==> src/rtl/hdb_pkg.sv <==
// Symbol codes shared by the HDBn substitution and polarity stages.
// Latency: none (types and constants only).
// Backpressure: not applicable.
package hdb_pkg;

    typedef logic [1:0] hdb_sym_t;

    localparam hdb_sym_t SYM_ZERO = 2'b00;
    localparam hdb_sym_t SYM_ONE  = 2'b01;
    localparam hdb_sym_t SYM_V    = 2'b10;
    localparam hdb_sym_t SYM_B    = 2'b11;

endpackage : hdb_pkg

==> src/rtl/hdbn_substitute.sv <==
// HDBn substitution: serial bits in, 2-bit symbols out with V/B pulses inserted.
// Latency: symbol of accept k appears (dout_valid=1) the cycle after accept k+N+1.
// Backpressure: none; din_valid=0 stalls freeze all state, output strobes drop.
module hdbn_substitute
    import hdb_pkg::*;
#(
    parameter int N        = 3,
    parameter bit INIT_ODD = 1'b1
) (
    input  logic       clk,
    input  logic       reset,
    input  logic       din,
    input  logic       din_valid,
    input  logic       hdb_en,
    output logic [1:0] dout,
    output logic       dout_valid,
    output logic       subst_pulse
);

    localparam int ZW = $clog2(N + 1);
    localparam int FW = $clog2(N + 2);
    localparam logic [ZW-1:0] ZCNT_MAX  = ZW'(N);
    localparam logic [FW-1:0] FILL_FULL = FW'(N + 1);

    // Delay line is N+1 deep so the first zero of a run is still on board when
    // the completing zero arrives and a B may be written over it.
    hdb_sym_t        sr_q [0:N];
    hdb_sym_t        sr_d [0:N];
    logic [ZW-1:0]   zcnt_q, zcnt_d;
    logic            par_q, par_d;
    logic [FW-1:0]   fill_q, fill_d;
    hdb_sym_t        dout_q, dout_d;
    logic            dout_valid_q, dout_valid_d;
    logic            subst_pulse_q, subst_pulse_d;

    logic            subst;
    hdb_sym_t        new_sym;

    // Next-symbol selection and next-state of line, counters and outputs.
    always_comb begin
        subst   = din_valid && hdb_en && !din && (zcnt_q == ZCNT_MAX);
        new_sym = din ? SYM_ONE : SYM_ZERO;
        if (subst) begin
            new_sym = SYM_V;
        end

        sr_d          = sr_q;
        zcnt_d        = zcnt_q;
        par_d         = par_q;
        fill_d        = fill_q;
        dout_d        = dout_q;
        dout_valid_d  = 1'b0;
        subst_pulse_d = 1'b0;

        if (din_valid) begin
            dout_d        = sr_q[N];
            dout_valid_d  = (fill_q == FILL_FULL);
            subst_pulse_d = subst;

            for (int k = 1; k <= N; k++) begin
                sr_d[k] = sr_q[k-1];
            end
            sr_d[0] = new_sym;
            // Even parity since the last V: balance with a B on the run's first zero.
            if (subst && !par_q) begin
                sr_d[N] = SYM_B;
            end

            if (fill_q != FILL_FULL) begin
                fill_d = fill_q + FW'(1);
            end

            if (!hdb_en || din || subst) begin
                zcnt_d = '0;
            end else begin
                zcnt_d = zcnt_q + ZW'(1);
            end

            if (subst) begin
                par_d = 1'b0;
            end else if (din) begin
                par_d = ~par_q;
            end
        end
    end

    // State registers; reset discards the line and any partial run.
    always_ff @(posedge clk or posedge reset) begin
        if (reset) begin
            for (int k = 0; k <= N; k++) begin
                sr_q[k] <= SYM_ZERO;
            end
            zcnt_q        <= '0;
            par_q         <= INIT_ODD;
            fill_q        <= '0;
            dout_q        <= SYM_ZERO;
            dout_valid_q  <= 1'b0;
            subst_pulse_q <= 1'b0;
        end else begin
            for (int k = 0; k <= N; k++) begin
                sr_q[k] <= sr_d[k];
            end
            zcnt_q        <= zcnt_d;
            par_q         <= par_d;
            fill_q        <= fill_d;
            dout_q        <= dout_d;
            dout_valid_q  <= dout_valid_d;
            subst_pulse_q <= subst_pulse_d;
        end
    end

    assign dout        = dout_q;
    assign dout_valid  = dout_valid_q;
    assign subst_pulse = subst_pulse_q;

endmodule : hdbn_substitute

==> config.mk <==
export PLATFORM = sky130hd
export DESIGN_NAME = hdbn_substitute
export DESIGN_NICKNAME = d
export VERILOG_FILES = /design/src/rtl/hdb_pkg.sv /design/src/rtl/hdbn_substitute.sv
export SDC_FILE = /design/constraint.sdc
export NUM_CORES = 1
export LEC_CHECK = 0
export CAP_MARGIN = 20
export CORE_MARGIN = 4
export CORE_UTILIZATION = 45
export CTS_CLUSTER_SIZE = 16
export DETAILED_ROUTE_END_ITERATION = 8
export PLACE_DENSITY = 0.69
export SYNTH_ARGS = -nofsm -noshare
export SYNTH_HDL_FRONTEND = slang
export SYNTH_SLANG_ARGS = --single-unit
==> constraint.sdc <==
create_clock -name clk -period 1.18 [get_ports clk]
set_input_delay 0.236 -clock clk [delete_from_list [all_inputs] [get_ports clk]]
set_output_delay 0.236 -clock clk [all_outputs]
set_load 0.03 [all_outputs]
==> metrics.yaml, run 1 <==
cells_and_area:
  num_antenna_cells: 0
  instances_no_fill: 97
  fin_nets: 90
  stdcell_area_mm2: 0.00102
  regArea_um2: 452
  multi_input_area_um2: 327
  area_delta_synth_final_pct: 32.8
  drive_gt1_share_pct: 44.4
  fillers: 129
die:
  dieArea_mm2: 0.00243
  initial_core_util_pct: 49.1
  dieWidth_um: 49.3
  ioPinCount: 9
  num_rows: 14
  core_mm2: 0.00156
  die_height_um: 49.3
critical_path:
  crit_type: "reg2reg"
  worst-r2r-cell-count: 3
  worstReg2RegEnd: "zcnt_q[1]"
  end_kind: "flop"
  crit_chain: "ha_4, nor4bb_4, mux2_4"
  crit_required_ns: 1.36
  start_kind: "flop"
  slowest_stage: "dfrtp_1"
  regToRegSetupSlack_ns: 0.002
  worstSetupEndpoint: "zcnt_q[1]"
  rr_startpoint: "zcnt_q[1]"
  critPathLaunch: "zcnt_q[1]"
  path_max_fanout: 2
  cp_slowest_stage_delay_ns: 0.43
  cp.arrival_ns: 1.35
logic_synthesis:
  yosys.area.top_type: "dfrtp_1"
  synthFlopType: "dfrtp_1"
  avgSynthCellArea_um2: 13.0
  synth_edf_count: 0
  synth_cell_types: 25
  ys_async_sr_fraction_pct: 100
  synth-warning-count: 0
  ys_seq_area_share_pct: 59.0
  netlist_area_um2: 766
  yosysTopAreaCellShare_pct: 55.6
  ys_ff_latch: 18
  synth_nets: 67
  yosys-top-cells-area: "dfrtp_1, mux2_2, ha_1"
  syn_inst: 59
global_route:
  grtUsageTotal_pct: 11.3
  antenna_found_initial: 0
  grt_pass1_wl_um: 2130
  grt_pass1_vias: 514
  grt_max_degree: 11
  overflow: 0
sta:
  hold_slack_ns: 0.144
  slew_headroom_pct: 84.3
  slew_viol_final: 0
  timing.fmax_mhz: 849
  fin_crit_sh_pct: 99.8
  clock_skew_ns: 0.00384
  finalHoldViolCount: 0
  layout_setup_ws_ns: 0.00190
  layout_min_cycle_time_ns: 1.18
  rsz0062_at_grt: "yes"
  worst_pin_slew_ns: 0.232
  finalSetupViolCount: 0
  setup_tns_ns: 0
power:
  p_sw_uw: 482
  swShare_pct: 27.7
  p_per_area_mw_per_mm2: 1710
  pwr-share-clk_pct: 20.8
  irDropWorstVdd_mv: 0.872
  comb_power_share_pct: 33.4
  p_leak_nw: 0.493
  p_int_mw: 1.26
  p_seq_share_pct: 45.8
placed_design:
  portBuffers: 8
  placed_cell_area_um2: 921
  place_inst: 91
  place_congestion: 0.639
  dp_slack_ns: -0.246
  place_hpwl_um: 862
drt:
  drc: 0
  drt_iter0_drc: 3
  wl_um: 1270
  drtAntennaViolNets: 0
  drt-vias-per-instance: 5.24
  vias: 508
  routedWlPerCell_um: 13.1
  first_pass_iters: 4
min_path:
  hold_class: "in2async"
clock_tree:
  cts.sink_count: 18
  cts_tree: "built"
  cts_buffers: 3
  clk_latency_ns: 0.28
  ctsRootBufferMaster: "clkbuf_4"
  path_clk_slew_ns: 0.10
  clock_path_buffers: 2
  htree_levels: 1
run:
  cap_violations: 0
outcome:
  status: "finished clean"
[stage by stage]
stage	power, mW	util (%)
2_1_floorplan	1.07	-
3_3_place_gp	1.27	59.1
3_5_place_dp	1.29	59.1
4_1_cts	1.71	62.1
5_1_grt	1.88	65.2
6_report	1.74	65.2
[how the worst min path moves through the flow]
stage	from	to	slack, ns	cells after the start
floorplan	reset	dout[0]	0.17	1
CTS	reset	sr_q[5]	0.15	2
global placement	reset	sr_q[5]	0.46	2
global route	reset	sr_q[5]	0.14	2
finish	reset	subst_pulse	0.14	2
detailed placement	reset	sr_q[5]	0.45	2
[metal layers]
metal | track usage [%] | routed length, um
met1 | 14.5 | 576
met2 | 18.3 | 629
met3 | 2.75 | 49
met4 | 4.27 | 13
met5 | 0 | 0
[critical path, delay by kind of cell (launching register included)]
family,cells,cell delay (ns)
fa+ha+maj,1,0.25
mux,1,0.26
flops,1,0.43
simple gates,1,0.14
[synth_stat cells (2+ instances only)]
library cell  instances
inv_1                 6
o21ai_0               2
nand2_1               2
dfrtp_1              17
ha_1                  3
mux2_2                7
a31oi_1               3
nor2_1                2
[placed cells by master (no fill, tap or decap)]
cell type / synthesis / final
a21bo_2: 1 / 1
a21boi_2: 1 / 1
a21o_1: 1 / 1
a21oi_1: 1 / 1
a31oi_1: 3 / 3
and3_1: 1 / 1
and4b_1: 1 / 1
buf_4: 1 / 16
clkbuf_4: 0 / 3
clkbuf_8: 0 / 1
clkdlybuf4s50_1: 0 / 4
dfrtp_1: 17 / 17
dfstp_2: 1 / 1
ha_1: 3 / 1
ha_4: 0 / 2
inv_1: 6 / 4
inv_2: 0 / 2
mux2_2: 7 / 6
mux2_4: 0 / 2
nand2_1: 2 / 2
nand3b_1: 1 / 1
nand4bb_1: 1 / 1
nor2_1: 2 / 2
nor2b_1: 1 / 1
nor4b_1: 1 / 1
nor4bb_4: 0 / 1
o21ai_0: 2 / 2
o21ai_1: 1 / 1
xnor2_1: 1 / 1
[kinds of logic after synthesis]
| logic type | share of synthesized area, % |
|---|---|
| AOI/OAI and AO/OA | 8.82 |
| xor gates and xnor gates | 1.14 |
| adders and majority gates | 4.90 |
| buffers and inverters | 4.57 |
| DFF | 59.0 |
| muxes | 11.8 |
| and+or+nand+nor | 9.81 |
[sequential cells by signal, summed over array words and instances, names as in the netlist]
register,count
zcnt_q,2
sr_q,8
subst_pulse,1
fill_q,3
par_q,1
dout_valid,1
dout,2
[layout make-up]
cell class | instances | share of cell area [%]
Sequential cell | 18 | 44.4
Multi-Input combinational cell | 33 | 32.1
Timing Repair Buffer | 20 | 15.7
Clock buffer | 4 | 3.57
Inverter | 6 | 2.21
Tap cell | 16 | 1.97
[timing repair]
action | in CTS | in global routing
endpoints found under the setup margin | 1 | 4
pin swaps | 2 | 4
resized for setup | 2 | 7
gates cloned | 0 | 0
hold endpoints to repair | 0 | 0
hold buffers | 0 | 0
buffers inserted | 1 | 1
[power groups by stage]
stage               sequential (mW)  combinational, mW  clock, mW
CTS                           0.792              0.537      0.379
global route                  0.815              0.640      0.423
global placement              0.799              0.476          0
finish                        0.798              0.582      0.363
detailed placement            0.802              0.489          0
floorplan                     0.829              0.242          0
No activity file was read; power rests on OpenSTA's default activity.
==> run 2: changes to the inputs <==
--- a/config.mk
+++ b/config.mk
@@ -5,7 +5,7 @@
 export SDC_FILE = /design/constraint.sdc
 export NUM_CORES = 1
 export LEC_CHECK = 0
-export CAP_MARGIN = 20
+export CAP_MARGIN = 25
 export CORE_MARGIN = 4
 export CORE_UTILIZATION = 45
 export CTS_CLUSTER_SIZE = 16
==> results of run 2 <==
Final layout, timing and power as in run 1 (identical DEF).
